File: config.mk
export PLATFORM = sky130hd
export DESIGN_NAME = serial_bit_source
export DESIGN_NICKNAME = d
export VERILOG_FILES = /design/src/rtl/serial_pkg.sv /design/src/rtl/serial_bit_source_divider.sv /design/src/rtl/serial_bit_source.sv
export SDC_FILE = /design/constraint.sdc
export NUM_CORES = 1
export LEC_CHECK = 0
export ABC_AREA = 1
export ABC_CLOCK_PERIOD_IN_PS = 1800
export BUFFER_PORTS_ARGS = -buffer_cell sky130_fd_sc_hd__buf_4
export CORE_MARGIN = 5
export CORE_UTILIZATION = 35
export CTS_BUF_LIST = sky130_fd_sc_hd__clkbuf_8
export DETAILED_ROUTE_END_ITERATION = 16
export PLACE_DENSITY = 0.56
export SYNTH_ARGS = -nofsm -noshare
export SYNTH_HDL_FRONTEND = slang
export SYNTH_SLANG_ARGS = --single-unit
export TNS_END_PERCENT = 20
File: constraint.sdc
create_clock -name CLK -period 1.8 [get_ports CLK]
set_clock_uncertainty 0.05 [all_clocks]
set_input_delay 0.36 -clock CLK [delete_from_list [all_inputs] [get_ports CLK]]
set_output_delay 0.36 -clock CLK [all_outputs]
set_load 0.01 [all_outputs]
File: src/rtl/serial_pkg.sv
// Shared definitions for the serial bit source and the detector benches:
// state encoding, default word/rate constants and a clog2 helper.
package serial_pkg;

  typedef enum logic {
    IDLE  = 1'b0,
    SHIFT = 1'b1
  } state_t;

  localparam int DEFAULT_WIDTH = 8;
  localparam int DEFAULT_DIV   = 1;

  function automatic int clog2(input int value);
    int result;
    result = 0;
    for (int i = 0; i < 31; i++) begin
      if ((1 << i) < value) result = i + 1;
    end
    return result;
  endfunction

  // Counters never shrink below one bit, even when the terminal value is 0.
  function automatic int count_width(input int value);
    return (clog2(value) < 1) ? 1 : clog2(value);
  endfunction

endpackage

File: src/rtl/serial_bit_source_divider.sv
// Bit-period divider: counts 0..DIV-1 while running and strobes tick on the
// terminal count, so each serial bit lasts exactly DIV clocks.
module bit_period_divider
  import serial_pkg::*;
#(
  parameter int DIV = DEFAULT_DIV
) (
  input  logic CLK,
  input  logic RESET,
  input  logic run,
  input  logic restart,
  output logic tick
);

  localparam int CW = count_width(DIV);
  localparam logic [CW-1:0] LAST = CW'(DIV - 1);

  logic [CW-1:0] count;

  // Held at zero while idle so a fresh word always starts a full bit period.
  always_ff @(posedge CLK or posedge RESET) begin
    if (RESET) begin
      count <= '0;
    end else if (restart || !run || (count == LAST)) begin
      count <= '0;
    end else begin
      count <= count + 1'b1;
    end
  end

  assign tick = run && (count == LAST);

endmodule

File: src/rtl/serial_bit_source.sv
// Parallel-to-serial bit source feeding the serial sequence detectors.
// Define SERIAL_BIT_SOURCE_LSB_FIRST_EN to shift words out LSB first.
module serial_bit_source
  import serial_pkg::*;
#(
  parameter int WIDTH = DEFAULT_WIDTH,
  parameter int DIV   = DEFAULT_DIV
) (
  input  logic             CLK,
  input  logic             RESET,
  input  logic [WIDTH-1:0] load_data,
  input  logic             load_valid,
  output logic             load_ready,
  output logic             bit_out,
  output logic             bit_valid,
  output logic             busy,
  output logic             done
);

  localparam int BW = count_width(WIDTH);
  localparam logic [BW-1:0] LAST_BIT = BW'(WIDTH - 1);

  state_t           state;
  state_t           state_next;
  logic [WIDTH-1:0] shreg;
  logic [WIDTH-1:0] shifted;
  logic [BW-1:0]    bit_cnt;
  logic             tick;
  logic             last_bit;
  logic             accept;
  logic             shifting;

  assign shifting = (state == SHIFT);

  bit_period_divider #(
    .DIV(DIV)
  ) u_divider (
    .CLK    (CLK),
    .RESET  (RESET),
    .run    (shifting),
    .restart(accept),
    .tick   (tick)
  );

  always_ff @(posedge CLK or posedge RESET) begin
    if (RESET) state <= IDLE;
    else       state <= state_next;
  end

  // The last-bit cycle doubles as an accept window so words can chain gap-free.
  always_comb begin
    state_next = state;
    load_ready = 1'b0;
    busy       = 1'b0;
    done       = 1'b0;
    bit_valid  = 1'b0;
    last_bit   = 1'b0;
    accept     = 1'b0;
    case (state)
      IDLE: begin
        load_ready = 1'b1;
        accept     = load_valid;
        if (load_valid) state_next = SHIFT;
      end
      SHIFT: begin
        busy       = 1'b1;
        bit_valid  = tick;
        last_bit   = tick && (bit_cnt == LAST_BIT);
        done       = last_bit;
        load_ready = last_bit;
        accept     = last_bit && load_valid;
        if (last_bit && !load_valid) state_next = IDLE;
      end
      default: state_next = IDLE;
    endcase
  end

`ifdef SERIAL_BIT_SOURCE_LSB_FIRST_EN
  assign shifted = {1'b0, shreg[WIDTH-1:1]};
  assign bit_out = shifting & shreg[0];
`else
  assign shifted = {shreg[WIDTH-2:0], 1'b0};
  assign bit_out = shifting & shreg[WIDTH-1];
`endif

  always_ff @(posedge CLK or posedge RESET) begin
    if (RESET) begin
      shreg   <= '0;
      bit_cnt <= '0;
    end else if (accept) begin
      shreg   <= load_data;
      bit_cnt <= '0;
    end else if (tick) begin
      shreg   <= shifted;
      bit_cnt <= last_bit ? '0 : bit_cnt + 1'b1;
    end
  end

endmodule

After elaboration in Yosys (flattened, before gate mapping)
Cells that the tools add are included.
{ "op_classes": {"add_sub_neg": 2, "n_mul": 0, "div": 0, "magnitude_cmp": 0, "n_eq_ne": 1, "shifts": 0, "n_mux": 14, "n_bitwise": 3, "n_reduce_logical": 9} }
{ "ops": {"columns": ["operator", "count"], "rows": [
  ["8-bit two-way mux", 2],
  ["3-bit two-way mux", 3],
  ["1-bit two-way mux", 6],
  ["1-bit one-hot mux with 2 select lines", 3],
  ["1-bit logical AND", 4],
  ["3-bit by 1-bit adder with 3-bit output, second input constant", 1],
  ["3-bit equality test, second input constant", 1],
  ["1-bit zero test", 2],
  ["1-bit logical OR", 2],
  ["1-bit inverter", 2],
  ["2-bit nonzero test", 1],
  ["1-bit adder, second input constant", 1],
  ["1-bit AND", 1]
]} }
{ "totals": {"ff_bits": 13, "latch_bits": 0, "ram_bits": 0, "rom_bits": 0, "in_bits": 11, "out_inout_bits": 5, "wordCells": 33, "memories": 0} }

Depth between registers and ports, before layout
{ "depth": {"depth_word": 8, "mapped_depth": 8, "mapped_depth_nobuf": 8} }

Hierarchy
Synthesis repeated with hierarchy kept, for this count alone.
{ "unflattened": {"hier_cells": 105, "area_unflattened_um2": 777.0} }
{ "modules_own_cells": {"columns": ["mod", "instances", "cells_each", "area_per_inst_um2"], "rows": [
  ["serial_bit_source", 1, 100, 734.5],
  ["bit_period_divider", 1, 5, 42.5]
]} }

Worst setup path before layout
OpenSTA, ideal clock, no wires.
{ "synth_timing": {"kind": "reg2out", "from": "register bit_cnt[0]", "to": "output port load_ready", "t_arrival_ns": 1.068, "slack_ns": 0.322, "path_stages_with_launch": 6, "cell_sequence": "dfrtp_1 -> ha_1 -> ha_1 -> inv_1 -> o21ai_2 -> buf_4"} }
{ "synth_via": {"elab_chain_cells": 3} }
{ "synth_rtl": {"columns": ["element", "line", "rtl"], "rows": [
  ["from (decl)", "serial_bit_source.sv:27", "logic [BW-1:0] bit_cnt;"],
  ["from (signal assigned)", "serial_bit_source.sv:95", "bit_cnt <= last_bit ? '0 : bit_cnt + 1'b1;"],
  ["3-bit equality test", "serial_bit_source.sv:68", "last_bit = tick && (bit_cnt == LAST_BIT);"],
  ["1-bit logical AND", "serial_bit_source.sv:68", null],
  ["1-bit one-hot mux with 2 select lines", "serial_bit_source.sv:59", "case (state)"],
  ["to (decl)", "serial_bit_source.sv:13", "output logic load_ready,"]
]} }
No other way between the ends.

Worst setup path in the final report
Same ends and word-level chain as after synthesis.

==> run metrics <==
DIE WIDTH 56.0 µm; final worst path period share 0.963; maximum clock path buffer count 2; Routed WL per cell around 10 µm; Worst Setup SP bit_cnt[0]$_DFFE_PP0P_; cts bufs inserted 3; Avg Cell Area, Syn 7.41 µm²; all-layer global routing usage 0.104; GR Util met2 0.160; clk sink count 13; area grow syn2layout 24.7%; H-tree levels 1; Fill cells 211; Post-DP HPWL 1060 µm; Pins Over Slew Limit 0; cell count of the worst reg-to-reg path 9; CTS root buf clkbuf_8; r2r setup slk around 0.16 ns; DR iter-0 viols 1; CTS tree yes; first-pass GRT wire length between 2000 and 3000 µm; number of placement rows 16; Distinct cells, synth 15; Cell Count, Final, Fillers Out 145; Hold Fails Final Rpt 0; Critical R2R Launch bit_cnt[0]$_DFFE_PP0P_; synth warn 0; Setup TNS 0 ns; ANT cells 0; top cell type's share of synthesized area 0.439; final setup margin between 0.06 and 0.07 ns; EDFF count, synth 0; DR vias/cell ~4.5; PwrDens 1120 nW/µm²; Starting Density 0.374; post-synthesis sequential area ratio 0.439; Overall Power just over 1 mW; Tmin final roughly 1.7 ns; RSZ-0062 raised after global routing no; Die H ~56 µm; outcome finished, final reports clean; reg-to-reg endpoint shreg[6]$_DFFE_PP0P_; startpoint types flip-flop; CP Capture Type primary output; Max Fanout on Critical Path 4; top area cells in the synthesized netlist dfrtp_1, nand2_1, nand3_1; asr flop ratio synth 1.00; largest net degree at the start of global routing 19; IO buf count 15; met3 Usage GRT 0.0278; Pre-antenna DRT Iters 4; DRC viols 0; crit path kind reg -> out; Top FF cell, synth dfrtp_1; fin nets around 130; die area 3140 µm²; worst path required time between 1 and 1.5 ns; Total Wirelength approximately 1500 µm; pre-CTS WS between 0.06 and 0.07 ns; final setup vio count 0; Seq cells post-synth 13; fmax between 500 and 600 MHz; Cells after DPL 138; P_leak 0.577 nW; I/O pin total 16; syn nets around 110; Clock transition at path regs approximately 0.060 ns; Cell Area, Synth around 740 µm²; Post-CTS Hold Buffers 0; critical path endpoint load_ready; CP arrival roughly 1.3 ns; vias in the first global route around 600; gr busiest metal met2; clk_lat worst skew approximately 0.24 ns; number of max-cap violations 0; Congestion Overflow GR 0; Synth top cells by count nand2_1, nand3_1, inv_1; worst min path class in -> async; detailed-route via count 651; Detail Route Antenna Nets 0; total core area around 2000 µm²; GPL Wtd Cong 0.729; met1 Usage GRT 0.133; initial antenna violation count 0; share of layout cells above drive strength 1 0.229; Max IR drop VDD 429 µV; dominant cell type by area after synthesis dfrtp_1; Mapped Cells 100; most numerous cell in the Yosys netlist nand2_1
[sequential cells by signal, summed over array words and instances (netlist names)]
name,cells
shreg,8
bit_cnt,3
shifting,1
u_divider.count,1
[cell type report]
cell class              count  area, µm²  share of cell area
clock buffers               3       41.3              0.0447
clock inverters             1       3.75             0.00407
inverters                  17       63.8              0.0691
multi-input cells          65        313               0.339
flip-flops and latches     13        325               0.352
well taps                  27       33.8              0.0366
repair buffers             19        143               0.154
[worst max-delay path, cell delays in order, from the launching register on]
cell and delay [ns]:
dfrtp_1 0.38, ha_1 0.20, ha_1 0.19, inv_2 0.10, o21ai_4 0.07, buf_4 0.15
[power breakdown]
| part | leakage (nW) | switching [mW] | total, mW | internal, mW |
|---|---|---|---|---|
| registers | 0.166 | 0.0529 | 0.442 | 0.389 |
| logic | 0.385 | 0.185 | 0.345 | 0.159 |
| clock network | 0.0269 | 0.0988 | 0.249 | 0.150 |
[stage by stage]
| step | hold slack [ns] | area, µm² | utilization |
|---|---|---|---|
| final | 0.0978 | 923 | 0.466 |
| after CTS | 0.124 | 908 | 0.458 |
| after detailed placement | 0.382 | 848 | 0.428 |
| after global routing | 0.149 | 923 | 0.466 |
| after global placement | 0.383 | 848 | 0.428 |
| after floorplan | 0.187 | 741 | - |
[timing repair]
action	CTS	global route
buffers inserted	1	2
setup endpoints to repair	1	9
pin swaps	1	0
gates resized for setup	1	1
[layout by cell type, fill, tap and decap left out]
| master | Yosys | routed |
|---|---|---|
| inv_1 | 16 | 16 |
| ha_1 | 2 | 2 |
| nor2_4 | 1 | 1 |
| nand2_1 | 39 | 39 |
| o21ai_4 | 0 | 1 |
| nor2_1 | 1 | 1 |
| o21ai_0 | 1 | 1 |
| buf_4 | 1 | 19 |
| nand2_4 | 1 | 1 |
| inv_2 | 1 | 2 |
| conb_1 | 1 | 1 |
| nand3_1 | 18 | 18 |
| clkbuf_8 | 0 | 3 |
| dfrtp_1 | 13 | 13 |
[worst min-delay path by stage]
stage | from | end | slack (ns) | cells after the start
after floorplan | RESET | bit_cnt[0]$_DFFE_PP0P_ | 0.19 | 1
after global placement | RESET | shreg[0]$_DFFE_PP0P_ | 0.38 | 2
after detailed placement | RESET | shreg[0]$_DFFE_PP0P_ | 0.38 | 2
final | RESET | shreg[5]$_DFFE_PP0P_ | 0.1 | 2
after CTS | RESET | shreg[0]$_DFFE_PP0P_ | 0.12 | 2
after global routing | RESET | shreg[0]$_DFFE_PP0P_ | 0.15 | 2
[cells by family after synthesis]
logic type      after synthesis  share of synthesized area
buf+inv                      22                      0.149
simple gates                 60                      0.355
flops                        13                      0.439
fa+ha+maj                     2                     0.0338
other cells                   1                    0.00506
compound gates                2                     0.0186
[routing by layer]
layer	routed length, µm	vias to the layer above
met5	0	-
met4	17	0
met3	80	2
met2	683	19
met1	694	295
li1	-	335
Power figures use the tool's default switching activity.
